$ cat config.mk
export PLATFORM = sky130hd
export DESIGN_NAME = serial_subtractor
export DESIGN_NICKNAME = d
export VERILOG_FILES = /design/src/rtl/serial_subtractor.sv
export SDC_FILE = /design/constraint.sdc
export NUM_CORES = 1
export LEC_CHECK = 0
export BUFFER_PORTS_ARGS = -buffer_cell sky130_fd_sc_hd__buf_2
export CAP_MARGIN = 20
export CELL_PAD_IN_SITES_DETAIL_PLACEMENT = 1
export CELL_PAD_IN_SITES_GLOBAL_PLACEMENT = 2
export CORE_MARGIN = 3
export CORE_UTILIZATION = 35
export DETAILED_ROUTE_END_ITERATION = 7
export MAX_ROUTING_LAYER = met4
export PLACE_DENSITY = 0.81
export SLEW_MARGIN = 40
export SYNTH_ARGS = -nofsm -noshare
export SYNTH_HDL_FRONTEND = slang
export SYNTH_SLANG_ARGS = --single-unit
$ cat constraint.sdc
create_clock -name clk -period 1.8 [get_ports clk]
set_input_delay 0.27 -clock clk [delete_from_list [all_inputs] [get_ports clk]]
set_output_delay 0.27 -clock clk [all_outputs]
set_load 0.02 [all_outputs]
$ cat src/rtl/serial_subtractor.sv
// Bit-serial subtractor: computes A - B - Bin one bit per clock, LSB first,
// using a single borrow flop and a start/busy/done handshake.
module serial_subtractor #(
    parameter int WIDTH = 4
) (
    input  logic             clk,
    input  logic             rst_n,
    input  logic             start,
    input  logic [WIDTH-1:0] A,
    input  logic [WIDTH-1:0] B,
    input  logic             Bin,
    output logic             busy,
    output logic             done,
    output logic [WIDTH-1:0] diff,
    output logic             Bout
);

    localparam int CW = (WIDTH > 2) ? $clog2(WIDTH) : 1;
    localparam logic [CW-1:0] LAST = CW'(WIDTH - 1);

    typedef enum logic {
        IDLE = 1'b0,
        RUN  = 1'b1
    } state_t;

    state_t           state;
    logic [WIDTH-1:0] a_sh;
    logic [WIDTH-1:0] b_sh;
    logic [WIDTH-1:0] r_sh;
    logic             br;
    logic [CW-1:0]    count;

    logic             bit_d;
    logic             br_next;
    logic [WIDTH-1:0] r_next;

    // One full-subtractor slice acting on the current LSBs.
    always_comb begin
        bit_d   = a_sh[0] ^ b_sh[0] ^ br;
        br_next = (~a_sh[0] & b_sh[0]) | (~(a_sh[0] ^ b_sh[0]) & br);
        r_next  = {bit_d, r_sh[WIDTH-1:1]};
    end

    // diff/Bout are only written on the completing edge, so they never show partial results.
    always_ff @(posedge clk or negedge rst_n) begin
        if (!rst_n) begin
            state <= IDLE;
            busy  <= 1'b0;
            done  <= 1'b0;
            diff  <= '0;
            Bout  <= 1'b0;
            a_sh  <= '0;
            b_sh  <= '0;
            r_sh  <= '0;
            br    <= 1'b0;
            count <= '0;
        end else begin
            done <= 1'b0;
            case (state)
                IDLE: begin
                    if (start) begin
                        a_sh  <= A;
                        b_sh  <= B;
                        br    <= Bin;
                        count <= '0;
                        busy  <= 1'b1;
                        state <= RUN;
                    end
                end
                RUN: begin
                    a_sh <= {1'b0, a_sh[WIDTH-1:1]};
                    b_sh <= {1'b0, b_sh[WIDTH-1:1]};
                    r_sh <= r_next;
                    br   <= br_next;
                    if (count == LAST) begin
                        diff  <= r_next;
                        Bout  <= br_next;
                        done  <= 1'b1;
                        busy  <= 1'b0;
                        count <= '0;
                        state <= IDLE;
                    end else begin
                        count <= count + CW'(1);
                    end
                end
                default: state <= IDLE;
            endcase
        end
    end

endmodule
Word-level counts from Yosys, hierarchy flattened. Cells that the tools add are included.

Output and inout port bits: 7. Flip-flop bits (word level): 23.

Bitwise gates (word level): 8. Multiplexer cells: 17. $add $sub $neg: 1. Equality and inequality tests: 3. Reductions and logical operators: 2.

Operators with widths (count): 4-bit case mux with 2 select lines (2); 4-bit two-way mux (2); 1-bit two-way mux (7); 1-bit case mux with 2 select lines (3); 2-bit two-way mux (2); 2-bit case mux with 2 select lines (1); 2-bit AND reduction (2); 1-bit NOT (3); 2-bit by 1-bit adder with 2-bit output (second input constant) (1); 1-bit AND (2); 2-bit equality test (second input constant) (1); 2-bit by 1-bit inequality test with 1-bit output (second input constant) (1); 2-bit inequality test (second input constant) (1); 1-bit bitwise XOR (2); 1-bit bitwise OR (1).

Depth between registers and ports, before layout.
Word-level depth: 5. Depth in mapped cells: 4. Depth with buffers taken out: 3.

Least setup slack after synthesis. No wires, ideal clock.

Path type: flip-flop to flip-flop. Start: register a_sh[0]. End: register diff[3]. Arrival: 1.119 ns. Path slack: 0.556 ns. Required time: 1.675 ns. Setup time: 0.125 ns. Stages on the path, launching flop included: 3. Cells stage by stage: dfrtp_1 fa_1 mux2_4.

Cells in the longest elaborated chain, start to end: 2.

Ends and longest elaborated chain: start, declared (RTL line 27) `logic [WIDTH-1:0] a_sh;`; start signal, assigned (RTL line 71) `a_sh <= {1'b0, a_sh[WIDTH-1:1]};`; 1-bit bitwise XOR (2 in a row) (RTL line 39) `bit_d = a_sh[0] ^ b_sh[0] ^ br;`; via bit_d (RTL line 33) `logic bit_d;`; end signal, assigned (RTL line 76) `diff <= r_next;`; end, declared (RTL line 14) `output logic [WIDTH-1:0] diff,`.

The timed path passes the listed nets, and every way through them passes these cells. A chain may end at the register's enable or synchronous reset.

Final worst setup path.
Start: register b_sh[0]. End: register diff[3].

Cells in the longest elaborated chain, start to end: 2.

Ends and longest elaborated chain: start, declared (RTL line 28) `logic [WIDTH-1:0] b_sh;`; start signal, assigned (RTL line 72) `b_sh <= {1'b0, b_sh[WIDTH-1:1]};`; 1-bit bitwise XOR (2 in a row) (RTL line 39); via bit_d (RTL line 33).

The timed path passes the listed nets, and every way through them passes these cells.

==> flow_summary.toml <==
[layout]
multi_input_area_um2 = 354
n_fill_cell = 282
final_cells = 125
num_antenna_cells = 0
drive_gt1_frac = 0.326
area.growth.synth_to_final_pct = 17.4
final_util = 0.442
seqCellArea_um2 = 551
nets = 110

[detailed_routing]
final_antenna_net_count = 0
drc = 0
drt_iter0_drc = 3
vias = 597
first_pass_iters = 4
viasPerCell = 4.78
routed_wirelength_um = 1630
wl_per_cell_um = 13.1

[power_and_ir_drop]
swShare = 0.334
clkPwrFrac = 0.197
power.total_w = 0.00194
sequentialPowerShare = 0.437
p_sw_w = 0.000649
power_leakage_nw = 0.593
p_comb_frac = 0.366
intPower_w = 0.00130
pwr_density_cell_nw_per_um2 = 1730
ir_worst_vdd_mv = 0.628

[worst_setup_path]
critPathLaunchType = "register"
path_class = "reg2reg"
critPathMaxFanout = 2
critPathArrivalTime_ns = 1.49
cp.required_ns = 2.00
cp-end-kind = "register"

[clock_tree]
cts_tree = "yes"
clock_latency_ns = 0.31
cts_buffer_depth = 2
clockRootBuffer = "clkbuf_4"
post_cts_buffers = 0
clock-sinks = 22
h-tree-depth = 1
cts_made_buffers = 3
cts_resized = 0
cts-hold-fix-buffers = 1
clkSlewWorstSetupHoldPaths_ns = 0.14

[place]
dp_hpwl_um = 1130
dp_cells = 120
port_buffers = 18
routabilityCongestion = 0.740

[synthesis]
synth_cell_types = 18
netlist_instances = 75
ys_ff_latch = 22
syn_area_um2 = 958
ys_warn_count = 0
avgSynthCellArea_um2 = 12.8
synth_edf_count = 0
yosysMostFrequentCell = "dfrtp_1"
synth.top_cell.area_share = 0.574
synth_ff_type = "dfrtp_1"
yosys-top-cells-count = "22 x dfrtp_1, 11 x mux2i_1, 6 x inv_1, 6 x nand2_1"
seq_area_frac_synth = 0.574
synthTopCellsByArea = "dfrtp_1 57%, mux2i_1 11%, mux2_4 6.3%, mux2_2 3.5%, inv_1 2.3%"
async_reset_ff_frac = 1.00
yosysTopAreaCell = "dfrtp_1"
synth_nets = 89

[timing]
period_share = 0.716
final.min_clock_period_ns = 1.29
setup_tns_ns = 0
relSlewSlack = 0.669
slew_viol_final = 0
finClkSkew_ns = 0.0124
rsz0062_at_grt = "false"
tightest_slew_ns = 0.496
hold_violations = 0
fmaxAchievable_mhz = 776
setup_viol = 0

[grt]
grt_pass1_wl_um = 2730
grt-ovfl-total = 0
grt_max_degree = 23
grt_use_total = 0.109
antenna_found_initial = 0
grt_pass1_vias = 621

[die]
rows = 18
core_um2 = 2540
die_w_um = 58.3
start_util = 0.377
die_h_um = 58.3
ios = 19
fp.dieArea_um2 = 3400

[job]
drv_cap = 0

[min_path]
worstHoldPathType = "in2reg"

[run_status]
outcome = "finished, final reports clean"
==> state kept, by name, summed over array words and instances, names as in the netlist <==
signal and count:
a_sh 4, b_sh 4, diff 4, r_sh 3, count 2, Bout 1, br 1, busy 1
done 1, state 1
==> logic make-up after synthesis <==
group,Yosys count,synth area share
compound gates,10,0.0587
fa+ha+maj,2,0.0339
buf+inv,10,0.0561
flops,22,0.574
mux,18,0.213
simple gates,13,0.0640
==> layout by cell type (no fill, tap or decap) <==
master         count
mux2_2             3
buf_2             18
bufinv_16          1
nor2_1             4
ha_1               1
nand2_4            1
dfrtp_1           22
a22o_1             1
clkbuf_4           3
buf_4              1
fa_1               1
inv_1              6
nand2_1            6
nand2b_1           2
mux2_4             4
o22ai_1            2
mux2i_1           11
dlygate4sd3_1      1
o21ai_0            3
o21ai_1            4
==> power by group through the flow <==
stage | combinational, W | sequential (W) | clock, W
2_1_floorplan | 0.000508 | 0.000907 | 0
3_3_place_gp | 0.000703 | 0.000857 | 0
3_5_place_dp | 0.000723 | 0.000867 | 0
4_1_cts | 0.000731 | 0.000856 | 0.000399
5_1_grt | 0.000792 | 0.000882 | 0.000412
6_report | 0.000712 | 0.000849 | 0.000383
==> area by class of cell <==
| type | count | share of cell area |
|---|---|---|
| sequential | 22 | 0.489 |
| clock inverter | 1 | 0.0267 |
| timing repair buffer | 20 | 0.0957 |
| clock buffer | 3 | 0.0200 |
| inverter | 6 | 0.0200 |
| multi-input combinational | 43 | 0.315 |
| tap | 30 | 0.0334 |
==> metal layers <==
layer | track usage | part of all wire | wire length (um) | up-vias
li1 | - | - | - | 290
met1 | 0.130 | 0.45 | 741 | 291
met2 | 0.179 | 0.49 | 800 | 14
met3 | 0.0197 | 0.048 | 79 | 2
met4 | 0.0497 | 0.0073 | 12 | 0
met5 | - | 0 | 0 | -
==> per-stage QoR <==
step	hold slack (ns)	cell area, um2	setup WS [ns]
final	0.190	1120	0.511
after global routing	0.211	1120	0.476
after CTS	0.183	1120	0.498
after detailed placement	0.272	1060	0.526
after global placement	0.266	1060	0.544
after floorplan	-0.0256	958	0.556
==> critical path, cell delays in order, from the launching register on <==
cell     delay [ns]
dfrtp_1        0.41
inv_1          0.08
fa_1           0.43
mux2_4         0.27
==> path summary, 6_finish.rpt <==
check                         from      end  slack, ns  depth (start not counted)
max in group asynchronous    rst_n       br       1.03                          2
hold reg to reg            b_sh[2]  b_sh[1]       0.51                          2
setup / recovery           b_sh[0]  diff[3]       0.51                          3
min in group asynchronous    rst_n  diff[2]       0.43                          2
hold / removal                A[3]  a_sh[3]       0.19                          3
setup reg to reg           b_sh[0]  diff[3]       0.51                          3
Note: power is estimated with default switching activity, not from simulation.
